### src/rtl/adder_pkg.sv
// Shared geometry for the pipelined ripple adder: default widths, chunk sizing, legality check.
// Combinational helpers only.
package adder_pkg;

  localparam int NUMBITS_DEFAULT   = 16;
  localparam int NUMSTAGES_DEFAULT = 4;

  function automatic int chunk_width(input int numbits, input int numstages);
    return numbits / numstages;
  endfunction

  // Short-circuit keeps the modulo away from a zero stage count.
  function automatic bit geometry_ok(input int numbits, input int numstages);
    return (numstages >= 1) && ((numbits % numstages) == 0);
  endfunction

  localparam bit DEFAULT_GEOMETRY_OK = geometry_ok(NUMBITS_DEFAULT, NUMSTAGES_DEFAULT);

endpackage

### src/rtl/adder_chunk.sv
// CHUNK-bit combinational ripple of full_adder cells with optional B inversion for subtract.
// Zero latency; RIPPLE_ADDER_OVERFLOW_EN adds the signed-overflow output for the top chunk.
module adder_chunk #(
  parameter int CHUNK = 4
) (
  input  logic [CHUNK-1:0] a,
  input  logic [CHUNK-1:0] b,
  input  logic             sub,
  input  logic             cin,
  output logic [CHUNK-1:0] s,
  output logic             cout
`ifdef RIPPLE_ADDER_OVERFLOW_EN
  ,
  output logic             ovf
`endif
);

  logic [CHUNK-1:0] bx;
  logic [CHUNK:0]   c;

  assign bx   = b ^ {CHUNK{sub}};
  assign c[0] = cin;

  for (genvar i = 0; i < CHUNK; i++) begin : g_fa
    full_adder u_fa (
      .a  (a[i]),
      .b  (bx[i]),
      .ci (c[i]),
      .s  (s[i]),
      .co (c[i+1])
    );
  end

  assign cout = c[CHUNK];

`ifdef RIPPLE_ADDER_OVERFLOW_EN
  assign ovf = c[CHUNK] ^ c[CHUNK-1];
`endif

endmodule

### src/rtl/full_adder.sv
// Single-bit full adder cell; combinational, zero latency.
module full_adder (
  input  logic a,
  input  logic b,
  input  logic ci,
  output logic s,
  output logic co
);

  assign s  = a ^ b ^ ci;
  assign co = (a & b) | (ci & (a ^ b));

endmodule

### src/rtl/pipelined_ripple_adder.sv
// NUMSTAGES-deep pipelined add/sub, one CHUNK ripple per stage; latency NUMSTAGES, one op per cycle.
// Whole pipe freezes while the output is stalled; RIPPLE_ADDER_OVERFLOW_EN adds the overflow port.
module pipelined_ripple_adder
  import adder_pkg::*;
#(
  parameter int NUMBITS   = NUMBITS_DEFAULT,
  parameter int NUMSTAGES = NUMSTAGES_DEFAULT
) (
  input  logic               clk,
  input  logic               rst_n,
  input  logic               in_valid,
  output logic               in_ready,
  input  logic [NUMBITS-1:0] A,
  input  logic [NUMBITS-1:0] B,
  input  logic               carryin,
  input  logic               sub,
  output logic               out_valid,
  input  logic               out_ready,
  output logic [NUMBITS-1:0] result,
  output logic               carryout
`ifdef RIPPLE_ADDER_OVERFLOW_EN
  ,
  output logic               overflow
`endif
);

  localparam int CHUNK = chunk_width(NUMBITS, NUMSTAGES);

  if (!geometry_ok(NUMBITS, NUMSTAGES)) begin : g_geometry_err
    $error("pipelined_ripple_adder: NUMBITS must be a multiple of NUMSTAGES >= 1");
  end

  // Operands ride along the whole pipe; s accumulates finished low chunks, c is the inter-stage carry.
  typedef struct packed {
    logic [NUMBITS-1:0] a;
    logic [NUMBITS-1:0] b;
    logic [NUMBITS-1:0] s;
    logic               sub;
    logic               c;
  } stage_t;

  stage_t                         cur   [NUMSTAGES];
  stage_t                         nxt   [NUMSTAGES];
  stage_t                         stg_q [NUMSTAGES];
  logic [NUMSTAGES-1:0]           cur_vld;
  logic [NUMSTAGES-1:0]           vld_q;
  logic [NUMSTAGES-1:0][CHUNK-1:0] sum_ck;
  logic [NUMSTAGES-1:0]           cout_ck;
  logic                           started_q;
  logic                           stall;
`ifdef RIPPLE_ADDER_OVERFLOW_EN
  logic [NUMSTAGES-1:0]           ovf_ck;
  logic                           ovf_q;
`endif

  assign stall    = out_valid && !out_ready;
  assign in_ready = started_q && !stall;

  for (genvar k = 0; k < NUMSTAGES; k++) begin : g_stage
    if (k == 0) begin : g_head
      assign cur[k]     = '{a: A, b: B, s: '0, sub: sub, c: carryin};
      assign cur_vld[k] = in_valid && in_ready;
    end else begin : g_tail
      assign cur[k]     = stg_q[k-1];
      assign cur_vld[k] = vld_q[k-1];
    end

    adder_chunk #(.CHUNK(CHUNK)) u_chunk (
      .a    (cur[k].a[k*CHUNK +: CHUNK]),
      .b    (cur[k].b[k*CHUNK +: CHUNK]),
      .sub  (cur[k].sub),
      .cin  (cur[k].c),
      .s    (sum_ck[k]),
      .cout (cout_ck[k])
`ifdef RIPPLE_ADDER_OVERFLOW_EN
      ,
      .ovf  (ovf_ck[k])
`endif
    );

    // Bits at and above chunk k are still zero in s, so OR-ing drops the new chunk into place.
    assign nxt[k] = '{a:   cur[k].a,
                      b:   cur[k].b,
                      s:   cur[k].s | (NUMBITS'(sum_ck[k]) << (k*CHUNK)),
                      sub: cur[k].sub,
                      c:   cout_ck[k]};
  end

  always_ff @(posedge clk or negedge rst_n) begin
    if (!rst_n) begin
      started_q <= 1'b0;
      vld_q     <= '0;
      for (int k = 0; k < NUMSTAGES; k++) begin
        stg_q[k] <= '0;
      end
    end else begin
      started_q <= 1'b1;
      if (!stall) begin
        vld_q <= cur_vld;
        for (int k = 0; k < NUMSTAGES; k++) begin
          stg_q[k] <= nxt[k];
        end
      end
    end
  end

  assign out_valid = vld_q[NUMSTAGES-1];
  assign result    = stg_q[NUMSTAGES-1].s;
  assign carryout  = stg_q[NUMSTAGES-1].c;

`ifdef RIPPLE_ADDER_OVERFLOW_EN
  always_ff @(posedge clk or negedge rst_n) begin
    if (!rst_n) begin
      ovf_q <= 1'b0;
    end else if (!stall) begin
      ovf_q <= ovf_ck[NUMSTAGES-1];
    end
  end

  assign overflow = ovf_q;
`endif

endmodule

### config.mk
export PLATFORM = sky130hd
export DESIGN_NAME = pipelined_ripple_adder
export DESIGN_NICKNAME = d
export VERILOG_FILES = /design/src/rtl/adder_pkg.sv /design/src/rtl/adder_chunk.sv /design/src/rtl/full_adder.sv /design/src/rtl/pipelined_ripple_adder.sv
export SDC_FILE = /design/constraint.sdc
export NUM_CORES = 1
export LEC_CHECK = 0
export BUFFER_PORTS_ARGS = -buffer_cell sky130_fd_sc_hd__buf_2
export CAP_MARGIN = 20
export CORE_UTILIZATION = 58
export DETAILED_ROUTE_END_ITERATION = 6
export GPL_TIMING_DRIVEN = 0
export PLACE_DENSITY = 0.79
export SETUP_SLACK_MARGIN = 0.3
export SYNTH_ARGS = -nofsm -noshare
export SYNTH_HDL_FRONTEND = slang
export SYNTH_SLANG_ARGS = --single-unit
### constraint.sdc
create_clock -name clk -period 2.9 [get_ports clk]
set_input_delay 0.58 -clock clk [delete_from_list [all_inputs] [get_ports clk]]
set_output_delay 0.58 -clock clk [all_outputs]
set_load 0.1 [all_outputs]
==> metrics.csv, run 1 <==
stage,metric,value,unit
sta,final hold violations,0,
flow_run,Max Cap Violations,0,
final_layout,Final nets,399,
power,leakage,2.61,nW
logic_synthesis,Post-Syn Nets,329,
place,Post-DP HPWL,5.16,mm
drt,DRT iter0 DRCs,59,
hold_path,HP Class,in2async,
logic_synthesis,Yosys warnings,0,
final_layout,ant diodes,0,
logic_synthesis,Synth area leaders,"dfrtp_1, mux2_4, fa_1",
worst_setup_path,critical path endpoint category,flip-flop,
outcome,status,"finished, final reports clean",
final_layout,post-layout util,0.709,
worst_setup_path,Worst EP required,3150,ps
place,gpl congestion,0.763,
floorplanning,Rows,32,
floorplanning,Initial Util,0.606,
worst_setup_path,top fanout value on the critical path,6,
logic_synthesis,Post-Synth Adder-Cell Area,0.0677,
global_routing,M3 GR Usage,0.0296,
logic_synthesis,syn_area_per_cell,17.2,µm²
worst_setup_path,critical-path cell list,buf_8 -> xor2_4 -> fa_2 -> inv_1 -> fa_2 -> fa_2 -> inv_2 -> fa_1 -> mux2_4,
cts,Clock H-tree levels,3,
floorplanning,core area,7810,µm²
sta,Tmin final,2520,ps
sta,Worst-Margin Slew,719,ps
sta,skew final,7.74,ps
final_layout,post-route cell area,5530,µm²
global_routing,vias in the first global route,2416,
logic_synthesis,Yosys top cell by area,dfrtp_1,
global_routing,antenna violations before repair,0,
global_routing,total gr overflow,0,
sta,Slew HR,0.521,
worst_setup_path,CP max stage delay,410,ps
place,IO buf count,55,
final_layout,Syn-to-layout area delta,16.9,%
drt,routed len/inst,16.0,µm
worst_setup_path,"most used cell, CP",fa_2,
logic_synthesis,Simple-Gate Fraction of Synth Area,0.0159,
global_routing,GRT Overall Usage,0.192,
floorplanning,die height,92.3,µm
cts,hold-fix buffers at CTS,0,
cts,TritonCTS clock tree,done,
sta,Finish-stage setup viols,0,
worst_setup_path,Critical Path Start Type,flip-flop,
power,pwr dens,1240,nW/µm²
sta,fin crit share,0.868,
cts,CTS buffer count,9,
sta,f_max,397,MHz
drt,residual DRC count,0,
sta,setup_tns,0,ps
power,Peak supply drop,0.471,mV
logic_synthesis,Post-Syn Instances,275,
logic_synthesis,mux cell area share after synthesis,0.289,
cts,TritonCTS Sinks,100,
sta,"Slew Viols, Final",0,
worst_setup_path,CP arrival,2760,ps
logic_synthesis,XOR/XNOR Fraction of Synth Area,0.0296,
final_layout,share of layout cells above drive strength 1,0.574,
floorplanning,die area,8520,µm²
global_routing,largest net degree at the start of global routing,59,
floorplanning,I/O pins,57,
drt,vias per cell,4.95,
global_routing,met2 usage,0.297,
global_routing,met1 GRT Util,0.270,
worst_setup_path,slowest cell on the critical path,fa_1,
logic_synthesis,area share of the largest cell type after synthesis,0.529,
logic_synthesis,number of synthesized register bits,100,
cts,clock-pin slew of the registers on the worst-case setup and hold paths,90,ps
power,overall power,6.85,mW
place,placed inst area,5190,µm²
logic_synthesis,number of distinct library cells after synthesis,17,
drt,post-route ant nets,0,
cts,clock root cell,clkbuf_8,
global_routing,first-pass GRT wire length,12.2,mm
sta,RSZ-0062 raised after global routing,yes,
logic_synthesis,compound-gate portion of the synthesized area,0.00635,
logic_synthesis,Mapped Area,4730,µm²
logic_synthesis,"Seq/Total Area, Yosys",0.529,
floorplanning,die span in x,92.3,µm
final_layout,Fillers,501,
worst_setup_path,crit path kind,reg2reg,
drt,DR pass1 iterations,4,
cts,worst skew pair latency,360,ps
drt,Detailed Route WL,7.21,mm
global_routing,grt peak-use layer,met2,
cts,CTS Buffer Depth,2,
drt,via count,2238,
logic_synthesis,main combinational cell family by area after synthesis,multiplexers,
through the flow:
step	instances	hold slack (ps)	setup slack [ps]
final	452	262	383
after global routing	452	325	286
after CTS	449	287	278
after detailed placement	433	463	152
after global placement	432	452	186
after floorplan	275	284	303
cells in the mapped netlist:
| cell | count |
|---|---|
| nor2b_1 | 1 |
| inv_1 | 19 |
| buf_12 | 10 |
| nand2_1 | 1 |
| o21ai_0 | 6 |
| or2_2 | 1 |
| dfrtp_1 | 100 |
| nand3b_1 | 6 |
| xor2_1 | 8 |
| conb_1 | 1 |
| buf_4 | 1 |
| mux2i_1 | 3 |
| fa_1 | 16 |
| clkbuf_1 | 4 |
| xnor2_1 | 8 |
| nor2b_4 | 1 |
| mux2_4 | 89 |
state kept, by name, indices dropped and copies added, names as in the netlist:
| name | count |
|---|---|
| carryout | 1 |
| cur | 78 |
| result | 16 |
| started_q | 1 |
| vld_q | 4 |
timing repair:
| action | in CTS | in global routing |
|---|---|---|
| pin swaps | 6 | 8 |
| endpoints found under the setup margin | 3 | 3 |
| buffers inserted | 0 | 3 |
| resized for setup | 13 | 12 |
kinds of logic after synthesis:
family | after synthesis
multiplexers | 92
flip-flops | 100
AND/OR/NAND/NOR | 10
adder cells (fa/ha/maj) | 16
buffers and inverters | 34
XOR/XNOR | 16
other | 1
AO/OA/AOI/OAI | 6
where the power goes:
part	internal, mW	switching [mW]
Clock	0.490	0.476
Combinational	1.64	1.88
Sequential	1.98	0.389
Total	4.11	2.74
routing by layer:
metal | routed length, µm | up-vias
li1 | - | 1049
met1 | 3430 | 1143
met2 | 3490 | 36
met3 | 140 | 10
met4 | 153 | 0
met5 | 0 | -
cells in the final DEF (no fill, tap or decap), types with 3 or more instances in the layout:
cell type,count
inv_2,3
fa_1,4
mux2_4,89
inv_1,16
fa_2,12
buf_12,11
clkbuf_8,11
o21ai_0,6
buf_4,5
nand3b_1,6
xor2_1,4
dfrtp_1,100
xnor2_1,8
buf_2,54
mux2i_1,3
path summary, 6_finish.rpt:
kind	slack, ps	start	cells past startpoint	end
setup / recovery	380	cur[51]$_DFFE_PN0N_	9	cur[13]$_DFFE_PN0N_
hold / removal	260	rst_n	1	cur[131]$_DFFE_PN0N_
setup reg to reg	380	cur[51]$_DFFE_PN0N_	9	cur[13]$_DFFE_PN0N_
hold reg to reg	480	vld_q[2]$_DFFE_PN0N_	1	vld_q[3]$_DFFE_PN0N_
max in group asynchronous	1980	rst_n	2	cur[2]$_DFFE_PN0N_
min in group clk	440	A[7]	2	cur[141]$_DFFE_PN0N_
worst max-delay path, delay by kind of cell, from the launching register on:
kind	cells	cell delay [ps]
muxes	1	270
xor gates and xnor gates	1	140
buffers and inverters	3	260
DFF	1	400
adders and majority gates	4	1340
layout make-up:
class                   count  area, µm²  area share
multi-input cells         141       2030       0.366
repair buffers             59        320      0.0579
well taps                 102        128      0.0231
plain buffers              15        265      0.0479
clock inverters             7       97.6      0.0176
inverters                  19       71.3      0.0129
clock buffers               9        124      0.0224
flip-flops and latches    100       2500       0.452
(Power assumes the default switching activity.)
==> inputs of run 2 (changes only) <==
Settings changed: CORE_MARGIN set to 3.
Clock period 2.9 ns to 2.6 ns, I/O delays scaled along.
==> metrics.csv, run 2 (synthesis gave the netlist of run 1 again) <==
stage,metric,value,unit,change
final_layout,"leading cell types in the layout, fill and taps excluded","dfrtp_1, mux2_4, buf_2",,unchanged
drt,routed len/inst,15.5,µm,was 16.0 µm
drt,via count,2224,,was 2238
drt,metal3 WL,243,µm,was 140 µm
power,pwr dens,1370,nW/µm²,was 1240 nW/µm²
final_layout,ant diodes,0,,unchanged
final_layout,Final nets,402,,was 399
sta,setup_tns,0,ps,unchanged
sta,skew final,8.05,ps,was 7.74 ps
sta,fin crit share,0.932,,was 0.868
floorplanning,die area,9280,µm²,was 8520 µm²
flow_run,Max Cap Violations,0,,unchanged
final_layout,"commonest non-fill, non-tap cell in the layout",dfrtp_1,,unchanged
drt,vias per cell,4.90,,was 4.95
sta,final hold slack,83.7,ps,was 262 ps
place,Post-DP HPWL,5.05,mm,was 5.16 mm
final_layout,Syn-to-layout area delta,17.7,%,was 16.9%
power,leakage,2.63,nW,was 2.61 nW
worst_setup_path,Worst EP required,2840,ps,was 3150 ps
global_routing,largest net degree at the start of global routing,73,,was 59
global_routing,total gr overflow,0,,unchanged
cts,hold-fix buffers at CTS,0,,unchanged
final_layout,share of layout cells above drive strength 1,0.585,,was 0.574
floorplanning,Rows,32,,unchanged
floorplanning,die height,96.3,µm,was 92.3 µm
power,overall power,7.64,mW,was 6.85 mW
global_routing,antenna violations before repair,0,,unchanged
cts,clock-pin slew of the registers on the worst-case setup and hold paths,90,ps,about the same
cts,TritonCTS clock tree,done,,unchanged
cts,worst skew pair latency,350,ps,was 360 ps
drt,M1 wire length,3.39,mm,was 3.43 mm
cts,CTS buffer count,9,,unchanged
cts,clock root cell,clkbuf_8,,unchanged
worst_setup_path,top fanout value on the critical path,5,,was 6
worst_setup_path,Critical Path Start Type,flip-flop,,unchanged
cts,TritonCTS Sinks,100,,unchanged
cts,CTS Buffer Depth,2,,unchanged
worst_setup_path,critical path endpoint category,flip-flop,,unchanged
floorplanning,core area,7810,µm²,unchanged
place,IO buf count,55,,unchanged
global_routing,first-pass GRT wire length,11.5,mm,was 12.2 mm
sta,f_max,413,MHz,was 397 MHz
sta,RSZ-0062 raised after global routing,yes,,unchanged
global_routing,vias in the first global route,2274,,was 2416
drt,post-route ant nets,0,,unchanged
drt,DR top layer,met4,,unchanged
final_layout,post-layout util,0.713,,was 0.709
floorplanning,die span in x,96.3,µm,was 92.3 µm
worst_setup_path,crit path kind,reg2reg,,unchanged
drt,Detailed Route WL,7.06,mm,was 7.21 mm
outcome,status,"finished, final reports clean",,unchanged
sta,Finish-stage setup viols,0,,unchanged
global_routing,GRT Overall Usage,0.166,,was 0.192
drt,DR pass1 iterations,3,,was 4
final_layout,max reg flops,78,,unchanged
cts,Clock H-tree levels,3,,unchanged
place,gpl congestion,0.727,,was 0.763
hold_path,HP Class,in2async,,unchanged
drt,DRT iter0 DRCs,51,,was 59
power,Peak supply drop,0.482,mV,was 0.471 mV
floorplanning,Initial Util,0.606,,unchanged
sta,"Slew Viols, Final",0,,unchanged
worst_setup_path,CP arrival,2660,ps,was 2760 ps
floorplanning,I/O pins,57,,unchanged
sta,Tmin final,2420,ps,was 2520 ps
drt,met2 wire len,3.35,mm,was 3.49 mm
drt,residual DRC count,0,,unchanged
sta,final hold violations,0,,unchanged
## run 2: cell count changes in the layout (fill, tap and decap cells not counted), moves of 2 or more
cell,delta
buf_4,+4
inv_6,-2
inv_1,-3
inv_2,+3
## run 2: layer usage
metal | vias up | global-route usage
met5 | - | 0
met4 | 0 | 0.0421
met3 | 8 | 0.0399
met2 | 40 | 0.253
li1 | 1057 | -
met1 | 1119 | 0.243
## run 2: final cells by class
class / instances / area, µm²
Buffer: 15 / 277
Sequential cell: 100 / 2500
Tap cell: 102 / 128
Clock buffer: 11 / 151
Fill cell: 513 / 2240
Timing Repair Buffer: 62 / 353
Clock inverter: 4 / 72.6
Multi-Input combinational cell: 141 / 2010
Inverter: 19 / 71.3
## run 2: what timing repair did
item / 4_1_cts / 5_1_grt
buffers inserted: 1 / 5
gates cloned: 0 / 0
endpoints found under the setup margin: 4 / 5
pin swaps: 2 / 2
gates resized for setup: 2 / 4
hold endpoints to repair: 0 / 0
## run 2: where the power goes
group          switching (mW)  total [mW]  internal (mW)
logic                    2.08        3.93           1.85
clock network           0.487        1.08          0.588
registers               0.422        2.63           2.21
total                    2.99        7.64           4.65
## run 2: worst max-delay path: stages (launching register included)
cell and delay (ps):
dfrtp_1 400, buf_8 140, xor2_4 130, fa_2 200, inv_1 50, fa_2 330
fa_2 340, inv_2 60, fa_1 400, mux2_4 280
## run 2: stage by stage
step	std cells	instance area, µm²	setup slack (ps)
floorplan	275	4850	71.7
CTS	449	5520	154
global placement	432	5250	33.6
finish	454	5570	176
detailed placement	433	5280	4.33
global route	454	5570	98.0
## run 2: path summary, 6_finish.rpt
| path | endpoint | cells past startpoint | slack (ps) | startpoint |
|---|---|---|---|---|
| min in group clk | cur[143]$_DFFE_PN0N_ | 2 | 400 | A[9] |
| min | cur[148]$_DFFE_PN0N_ | 1 | 80 | rst_n |
| max in group asynchronous | vld_q[0]$_DFFE_PN0N_ | 2 | 1850 | rst_n |
| max reg2reg | result[15]$_DFFE_PN0N_ | 9 | 180 | cur[1]$_DFFE_PN0N_ |
| max | result[15]$_DFFE_PN0N_ | 9 | 180 | cur[1]$_DFFE_PN0N_ |
| min reg2reg | vld_q[3]$_DFFE_PN0N_ | 1 | 470 | vld_q[2]$_DFFE_PN0N_ |
